[src/rtl/uart_pkg.sv]
// Shared UART definitions used by both the transmit and receive sides.
// Holds the bit-level state encoding and the frame geometry constants.
package uart_pkg;

    typedef enum logic [1:0] {
        IDLE,
        START_BIT,
        DATA_BITS,
        STOP_BIT
    } uart_tx_state_t;

    localparam int UART_DATA_BITS  = 8;
    localparam int UART_WORD_BYTES = 4;

endpackage

[src/rtl/uart_byte_tx.sv]
// Single 8N1 frame serializer: baud counter, bit FSM and registered txd.
// ready is also high in the last stop-bit cycle so frames can chain gaplessly.
module uart_byte_tx
    import uart_pkg::*;
#(
    parameter int CLK_PER_HALF_BIT = 5208
) (
    input  logic       clk,
    input  logic       reset,
    input  logic       start,
    input  logic [7:0] data,
    output logic       ready,
    output logic       done,
    output logic       txd
);

    localparam int BIT_CYCLES = 2 * CLK_PER_HALF_BIT;
    localparam int CNT_W      = $clog2(BIT_CYCLES);
    localparam logic [CNT_W-1:0] BAUD_LAST = CNT_W'(BIT_CYCLES - 1);
    localparam logic [2:0]       LAST_BIT  = 3'(UART_DATA_BITS - 1);

    uart_tx_state_t   state_reg, state_next;
    logic [CNT_W-1:0] baud_cnt_reg, baud_cnt_next;
    logic [2:0]       bit_idx_reg, bit_idx_next;
    logic [7:0]       data_reg, data_next;
    logic             txd_reg, txd_next;
    logic             done_reg, done_next;
    logic             bit_end;

    assign bit_end = (baud_cnt_reg == BAUD_LAST);
    assign ready   = (state_reg == IDLE) || ((state_reg == STOP_BIT) && bit_end);
    assign done    = done_reg;
    assign txd     = txd_reg;

    always_ff @(posedge clk) begin
        if (reset) begin
            state_reg    <= IDLE;
            baud_cnt_reg <= '0;
            bit_idx_reg  <= '0;
            data_reg     <= '0;
            txd_reg      <= 1'b1;
            done_reg     <= 1'b0;
        end else begin
            state_reg    <= state_next;
            baud_cnt_reg <= baud_cnt_next;
            bit_idx_reg  <= bit_idx_next;
            data_reg     <= data_next;
            txd_reg      <= txd_next;
            done_reg     <= done_next;
        end
    end

    always_comb begin
        state_next    = state_reg;
        baud_cnt_next = baud_cnt_reg + 1'b1;
        bit_idx_next  = bit_idx_reg;
        data_next     = data_reg;
        done_next     = 1'b0;

        case (state_reg)
            IDLE: begin
                baud_cnt_next = '0;
                bit_idx_next  = '0;
                if (start) begin
                    state_next = START_BIT;
                    data_next  = data;
                end
            end
            START_BIT: begin
                if (bit_end) begin
                    state_next    = DATA_BITS;
                    baud_cnt_next = '0;
                    bit_idx_next  = '0;
                end
            end
            DATA_BITS: begin
                if (bit_end) begin
                    baud_cnt_next = '0;
                    if (bit_idx_reg == LAST_BIT) begin
                        state_next = STOP_BIT;
                    end else begin
                        bit_idx_next = bit_idx_reg + 1'b1;
                    end
                end
            end
            STOP_BIT: begin
                if (bit_end) begin
                    baud_cnt_next = '0;
                    bit_idx_next  = '0;
                    if (start) begin
                        state_next = START_BIT;
                        data_next  = data;
                    end else begin
                        state_next = IDLE;
                        done_next  = 1'b1;
                    end
                end
            end
            default: begin
                state_next    = IDLE;
                baud_cnt_next = '0;
                bit_idx_next  = '0;
            end
        endcase
    end

    // Line level is decided from the next state so txd stays a pure register.
    always_comb begin
        case (state_next)
            START_BIT: txd_next = 1'b0;
            DATA_BITS: txd_next = data_next[bit_idx_next];
            default:   txd_next = 1'b1;
        endcase
    end

endmodule

[src/rtl/uart_word_tx.sv]
// Word/byte UART transmitter: arbitrates requests, holds the remaining word
// bytes and feeds them LSB-first to the frame serializer without idle gaps.
module uart_word_tx
    import uart_pkg::*;
#(
    parameter int CLK_PER_HALF_BIT = 5208
) (
    input  logic        clk,
    input  logic        reset,
    input  logic [31:0] word_data,
    input  logic        word_valid,
    input  logic [7:0]  byte_data,
    input  logic        byte_valid,
    output logic        tx_ready,
    output logic        tx_done,
    output logic        txd
);

    localparam logic [2:0] FRAMES_WORD = 3'(UART_WORD_BYTES);
    localparam logic [2:0] FRAMES_BYTE = 3'd1;

    logic [2:0]  frames_reg, frames_next;
    logic [23:0] word_reg, word_next;
    logic        word_accept;
    logic        byte_accept;
    logic        frame_ready;
    logic        frame_end;
    logic        next_frame;
    logic        frame_start;
    logic [7:0]  frame_byte;

    assign tx_ready    = (frames_reg == '0);
    assign word_accept = word_valid && tx_ready;
    assign byte_accept = byte_valid && !word_valid && tx_ready;

    // While busy the serializer only reports ready in the final stop-bit cycle.
    assign frame_end   = (frames_reg != '0) && frame_ready;
    assign next_frame  = frame_end && (frames_reg > FRAMES_BYTE);
    assign frame_start = word_accept || byte_accept || next_frame;

    always_comb begin
        if (word_accept) begin
            frame_byte = word_data[7:0];
        end else if (byte_accept) begin
            frame_byte = byte_data;
        end else begin
            frame_byte = word_reg[7:0];
        end
    end

    always_comb begin
        frames_next = frames_reg;
        word_next   = word_reg;
        if (word_accept) begin
            frames_next = FRAMES_WORD;
            word_next   = word_data[31:8];
        end else if (byte_accept) begin
            frames_next = FRAMES_BYTE;
        end else if (frame_end) begin
            frames_next = frames_reg - 1'b1;
            if (next_frame) begin
                word_next = {8'h00, word_reg[23:8]};
            end
        end
    end

    always_ff @(posedge clk) begin
        if (reset) begin
            frames_reg <= '0;
            word_reg   <= '0;
        end else begin
            frames_reg <= frames_next;
            word_reg   <= word_next;
        end
    end

    uart_byte_tx #(
        .CLK_PER_HALF_BIT(CLK_PER_HALF_BIT)
    ) u_byte_tx (
        .clk   (clk),
        .reset (reset),
        .start (frame_start),
        .data  (frame_byte),
        .ready (frame_ready),
        .done  (tx_done),
        .txd   (txd)
    );

endmodule

[config.mk]
export PLATFORM = sky130hd
export DESIGN_NAME = uart_word_tx
export DESIGN_NICKNAME = d
export VERILOG_FILES = /design/src/rtl/uart_pkg.sv /design/src/rtl/uart_byte_tx.sv /design/src/rtl/uart_word_tx.sv
export SDC_FILE = /design/constraint.sdc
export NUM_CORES = 1
export LEC_CHECK = 0
export ABC_AREA = 1
export CAP_MARGIN = 20
export CELL_PAD_IN_SITES_DETAIL_PLACEMENT = 1
export CELL_PAD_IN_SITES_GLOBAL_PLACEMENT = 1
export CORE_ASPECT_RATIO = 2
export CORE_MARGIN = 4
export CORE_UTILIZATION = 38
export CTS_CLUSTER_DIAMETER = 40
export CTS_CLUSTER_SIZE = 20
export DETAILED_ROUTE_END_ITERATION = 7
export GPL_TIMING_DRIVEN = 0
export PLACE_DENSITY_LB_ADDON = 0.1
export RECOVER_POWER = 25
export SYNTH_ARGS = -nofsm -noshare
export SYNTH_HDL_FRONTEND = slang
export SYNTH_SLANG_ARGS = --single-unit
[constraint.sdc]
create_clock -name clk -period 2.15 [get_ports clk]
set_input_delay 0.43 -clock clk [delete_from_list [all_inputs] [get_ports clk]]
set_output_delay 0.43 -clock clk [all_outputs]
set_load 0.03 [all_outputs]
## Word-level counts from Yosys, hierarchy flattened

Index checks and enable logic that the tools add are counted.

| operators by class | value |
|---|---|
| reduce and logical (&&, ||, !) cells | 23 |
| divide/modulo/power cells | 0 |
| equal/unequal tests | 8 |
| multiply operators | 0 |
| mux-type cells | 29 |
| $lt $le $gt $ge | 2 |
| add/subtract/negate cells | 3 |
| shift-type cells | 0 |
| bitwise gates (word level) | 2 |

Operator list:

| cell | number |
|---|---|
| $mux 24 | 4 |
| $mux 8 | 4 |
| $pmux 14 s2 | 1 |
| $mux 3 | 6 |
| $pmux 8 s2 | 1 |
| $add 14x1->14 const B | 1 |
| $eq 14x14->1 const B | 1 |
| $mux 14 | 1 |
| $mux 2 | 5 |
| $pmux 3 s3 | 1 |
| $reduce_or 3->1 | 3 |
| $pmux 2 s4 | 1 |
| $eq 2x2->1 const B | 3 |
| $logic_and 1x1->1 | 6 |
| $reduce_bool 2->1 | 3 |
| $reduce_bool 3->1 | 2 |
| $eq 2x1->1 const B | 2 |
| $lt 3x4->1 const B | 1 |
| $reduce_or 2->1 | 2 |
| $add 3x1->3 const B | 1 |
| $bmux 1 s3 | 1 |
| $eq 3x3->1 const B | 1 |
| $gt 3x1->1 const B | 1 |
| $logic_not 3->1 | 1 |
| other kinds (9) | 14 |

| storage, ports and cells | value |
|---|---|
| bits in latches | 0 |
| memory bits (writable) | 0 |
| bits in read-only memories | 0 |
| memories | 0 |
| register bits | 56 |

## Logic depth before layout (Yosys ltp)

| logic depth | value |
|---|---|
| depth after elaboration | 12 |
| mapped depth | 17 |
| depth with buffers taken out | 17 |

## Hierarchy

A second synthesis with hierarchy kept.

| unflattened totals | value |
|---|---|
| cell total of the unflattened synthesis | 492 |
| area total of the unflattened synthesis | 3210.6 um2 |

Modules (own cells, without submodules):

| module | instances | cells each | area an instance (um2) | seq. area each (um2) |
|---|---|---|---|---|
| uart_byte_tx | 1 | 239 | 1620.3 | 580.6 |
| uart_word_tx | 1 | 253 | 1590.3 | 540.5 |

## Least setup slack after synthesis

Ideal clock, no wire load.

| timing | value |
|---|---|
| kind | register to register |
| start point | register frames_reg[0] |
| end point | register u_byte_tx.txd_reg, in the netlist u_byte_tx.txd |
| arrival | 1.850 ns |
| setup slack | 0.191 ns |
| cell stages (with the launch flop) | 18 |
| clock period less this slack | 1.959 ns |
| path through | dfxtp_1 > inv_1 > ha_1 > nand2_2 > inv_1 > nand2_1 > nand2_2 > inv_2 > nand3_2 > nand2_2 > nand2_1 > nand3_1 > nand2_1 > nand2_1 > nand3_1 > nand3_1 > nand2_1 > inv_1 |

| on the way | value |
|---|---|
| longest elaborated chain between the ends | 10 |

Ends and longest elaborated chain:

| element | line | source |
|---|---|---|
| start, declared | uart_word_tx.sv:22 | `logic [2:0] frames_reg, frames_next;` |
| start signal, assigned | uart_word_tx.sv:72 | `frames_reg <= frames_next;` |
| $logic_not 3->1 (*) | uart_word_tx.sv:32 | `assign tx_ready = (frames_reg == '0);` |
| via tx_ready | uart_word_tx.sv:14 | `output logic tx_ready,` |
| $logic_and 1x1->1, on equally long branches | uart_word_tx.sv:34, uart_word_tx.sv:33 |  |
| $mux 8 or $logic_or 1x1->1 (tied branches) | uart_word_tx.sv:44, uart_word_tx.sv:39 |  |
| $mux 8 or $logic_or 1x1->1 (tied branches) | uart_word_tx.sv:42, uart_word_tx.sv:39 |  |
| $mux 8 | uart_byte_tx.sv:64, uart_byte_tx.sv:90 |  |
| $mux 8 | uart_byte_tx.sv:87 | `if (bit_end) begin` |
| $pmux 8 s2 | uart_byte_tx.sv:60 | `case (state_reg)` |
| $bmux 1 s3 | uart_byte_tx.sv:111 | `DATA_BITS: txd_next = data_next[bit_idx_next];` |
| $mux 1 (implied by the code) | uart_byte_tx.sv:111 |  |
| $pmux 1 s2 (*) | uart_byte_tx.sv:109 | `case (state_next)` |
| end signal, assigned | uart_byte_tx.sv:48 | `txd_reg <= txd_next;` |
| end, declared | uart_byte_tx.sv:26 | `logic txd_reg, txd_next;` |

Mark *: on every way through the listed nets, which the timed path passes. The rest lies on a longest branch. The select of a mux whose other input is x is not followed.
A chain may end at the register's enable or synchronous reset.

## Final worst setup path

| timing | value |
|---|---|
| start point | register u_byte_tx.state_reg[1] |
| end point | register u_byte_tx.txd_reg, in the netlist u_byte_tx.txd |

| on the way | value |
|---|---|
| longest elaborated chain between the ends | 12 |

Ends and longest elaborated chain:

| element | line | source |
|---|---|---|
| start, declared | uart_byte_tx.sv:22 | `uart_tx_state_t state_reg, state_next;` |
| start signal, assigned | uart_byte_tx.sv:44 | `state_reg <= state_next;` |
| $eq 2x2->1 | uart_byte_tx.sv:31, uart_byte_tx.sv:60 |  |
| $logic_and 1x1->1 | uart_byte_tx.sv:31 | `assign ready = (state_reg == IDLE) \|\| ((state_reg == STOP_BIT) && bit_end);` |
| $logic_or 1x1->1 | uart_byte_tx.sv:31 |  |
| $logic_and 1x1->1 | uart_word_tx.sv:37 | `assign frame_end = (frames_reg != '0) && frame_ready;` |
| $logic_and 1x1->1 | uart_word_tx.sv:38 | `assign next_frame = frame_end && (frames_reg > FRAMES_BYTE);` |
| $logic_or 1x1->1 | uart_word_tx.sv:39 | `assign frame_start = word_accept \|\| byte_accept \|\| next_frame;` |
| $mux 8 | uart_byte_tx.sv:64, uart_byte_tx.sv:90 |  |
| $mux 8 | uart_byte_tx.sv:87 |  |
| $pmux 8 s2 | uart_byte_tx.sv:60 |  |
| $bmux 1 s3 | uart_byte_tx.sv:111 |  |
| $mux 1 (implied by the code) | uart_byte_tx.sv:111 |  |
| $pmux 1 s2 (*) | uart_byte_tx.sv:109 |  |

Every way passes the cells marked *; elsewhere a longest branch is shown, timed or not. The select of a mux whose other input is x is not followed.

==> results.py <==
metrics = {
    "floorplan": {
        "die_area_sq_um": 9140,
        "die_x_um": 69.6,
        "coreArea_sq_um": 7320,
        "rows": 44,
        "start_util_pct": 39.4,
        "ios": 47,
        "die_h_um": 131,
    },
    "cells_and_area": {
        "multi_input_area_sq_um": 1640,
        "nNetsFinal": 533,
        "final_cells": 572,
        "layout-drive-gt1-share_pct": 16.9,
        "antennaDiodeCount": 0,
        "ff_latch_area_sq_um": 1140,
        "fillCellCount": 958,
        "largest_reg_flops": 24,
        "final_cell_mix": "96 x nand2_1, 47 x dfxtp_1, 44 x clkdlybuf4s50_1",
        "finish.utilization_pct": 52.8,
        "area_growth_syn_to_layout_pct": 33.8,
        "final_common_cell": "nand2_1",
    },
    "routing": {
        "wirelength_mm": 9.27,
        "drcViolationCount": 0,
        "drtAntennaViolNets": 0,
        "drt-vias-per-instance": 5.26,
        "drt-initial-drc-count": 111,
        "firstDrtPassIters": 4,
        "num_vias": 3006,
        "wire_per_inst_um": 16.2,
    },
    "hold_path": {
        "hp-class": "reg -> reg",
    },
    "synth": {
        "synthAdderAreaFrac_pct": 3.90,
        "ys_types": 36,
        "yosysTopAreaCell": "dfxtp_1",
        "synth_xor_area_share_pct": 1.82,
        "synth_seq_cells": 56,
        "synth_area_leaders": "dfxtp_1 39%, nand2_1 14%, nand3_1 6.8%",
        "syn_inst": 416,
        "synth.yosys.seq_area_share_pct": 38.8,
        "yosys_warnings": 0,
        "syn-num-nets": 469,
        "synth_compound_area_share_pct": 12.2,
        "synth_mux_area_share_pct": 0,
        "synth_top_area_share_pct": 38.8,
        "synth-simple-area-share_pct": 34.6,
        "syn-mean-instance-area_sq_um": 6.94,
        "netlist_area_sq_um": 2890,
        "synth_top_family_by_area": "simple AND/OR/NAND/NOR gates",
    },
    "cts": {
        "cts-buffers-inserted": 5,
        "cts_sinks": 56,
        "clock_tree.root_cell": "clkbuf_16",
        "clk_latency_ns": 0.30,
        "htreeDepth": 2,
        "clockBufferDepth": 2,
        "clk_pin_slew_ns": 0.07,
        "tritoncts": "done",
    },
    "place": {
        "place_inst": 553,
        "hpwlAfterDp_mm": 7.12,
        "dp_slack_ns": -0.174,
        "gp_congestion": 0.827,
        "io_buffers": 45,
    },
    "sta": {
        "tightest_slew_ns": 0.571,
        "fin_ws_ns": 0.0533,
        "max_freq_ghz": 0.477,
        "final_max_slew_viol_count": 0,
        "hold_viol_final": 0,
        "skew_ns": 0.00614,
        "finalCritPeriodShare_pct": 97.5,
        "fin_hold_ws_ns": 0.439,
        "finalSetupViolCount": 0,
        "max-slew-margin-rel_pct": 62.0,
        "min_period_ns": 2.10,
    },
    "setup_path": {
        "setup.worst_path.start_class": "register",
        "worstSetupEndpointType": "register",
        "path_cells": "inv_1 -> ha_1 -> or2_2 -> a21oi_2 -> nand2_1 -> a22oi_2 -> nand2_1 -> nor2_1 -> nand3_1 -> nand2_1 -> inv_1",
        "worstPathArrival_ns": 2.29,
        "path_delay_family": "simple AND/OR/NAND/NOR gates",
        "critPathMaxFanout": 5,
        "path_common_cell": "nand2_1",
        "cp_slowest_cell": "dfxtp_2",
        "crit_buf_inv": 2,
        "cp.required_ns": 2.35,
        "cpPeakStageDelay_ns": 0.37,
        "crit_type": "reg -> reg",
    },
    "grt": {
        "grt_pass1_wl_mm": 14.5,
        "antenna_found_initial": 0,
        "grt_util_all_layers_pct": 19.4,
        "overflow": 0,
        "grt_pass1_vias": 3196,
        "grt_max_degree": 17,
    },
    "power": {
        "ir_drop_uv": 589,
        "p_total_uw": 4670,
        "p_leak_uw": 0.00161,
        "power_density_nw_per_um2": 1210,
    },
    "run": {
        "drv_cap": 0,
    },
    "outcome": {
        "status": "finished, final reports clean",
    },
}
==> cells in the mapped netlist <==
master      n
nand2_4     1
nor3_4      1
or2_2       1
nor2_2      2
a22oi_1     1
nor4_1      1
nand3_1    39
nor2_1     37
nand3_2     3
nor3b_1     1
inv_2       2
a21o_2      1
nand2_1   105
o22ai_1     8
nor3_1      6
nand4_1    12
a31oi_1    12
clkinv_1    1
buf_4       2
xor2_1      3
o21ai_0    12
o211ai_1    1
xnor2_1     3
clkinv_2    1
buf_1       1
ha_1        9
inv_1      45
nand2_2     6
dfxtp_1    56
clkbuf_1    7
buf_2       4
a21oi_1    27
nand3_4     1
and3_2      1
and3_1      2
o311ai_0    1
==> repair_timing <==
item,CTS,global route
endpoints found under the hold margin,0,0
setup buffers,0,11
setup endpoints to repair,22,26
resized for setup,11,50
cloned,0,1
hold buffers,0,0
pin swaps,0,18
==> path summary, 6_finish.rpt <==
path,start,to,slack [ns],cells past startpoint
worst min-delay path,u_byte_tx.baud_cnt_reg[0],u_byte_tx.baud_cnt_reg[0],0.44,1
worst max register to register,u_byte_tx.state_reg[1],u_byte_tx.txd,0.05,11
worst max-delay path,u_byte_tx.state_reg[1],u_byte_tx.txd,0.05,11
worst min register to register,u_byte_tx.baud_cnt_reg[0],u_byte_tx.baud_cnt_reg[0],0.44,1
==> where the power goes <==
part / internal (uW) / total, uW / switching [uW]
sequential: 1260 / 1380 / 120
combinational: 936 / 2490 / 1550
clock: 424 / 804 / 379
total: 2620 / 4670 / 2050
==> stage by stage <==
stage | cell area [sq um] | TNS (ns)
6_report | 3860 | 0
5_1_grt | 3860 | -0.0738
4_1_cts | 3610 | -0.106
3_5_place_dp | 3450 | -1.46
3_3_place_gp | 3450 | -0.495
2_1_floorplan | 2890 | 0
==> cell families (layout without fill, tap and decap cells) <==
family | after synthesis | count (layout)
flops | 56 | 56
simple gates | 219 | 219
xor+xnor | 6 | 6
fa+ha+maj | 9 | 9
buf+inv | 63 | 127
compound gates | 63 | 63
==> area by class of cell <==
type	instances	area share [%]
clock buffers	5	3.24
flip-flops and latches	56	29.4
inverters	49	5.02
plain buffers	14	2.36
clock inverters	2	0.324
multi-input cells	297	42.4
well taps	92	2.98
repair buffers	57	14.3
==> per-layer routing <==
layer	global-route usage, %	wire length [um]	vias to the layer above	part of all wire, %
met1	16.7	2970	1416	32
met2	41.8	5700	63	62
met3	2.45	224	30	2.4
met4	8.42	375	0	4.0
li1	-	-	1497	-
met5	0	0	-	0
No activity file was read; power rests on OpenSTA's default activity.
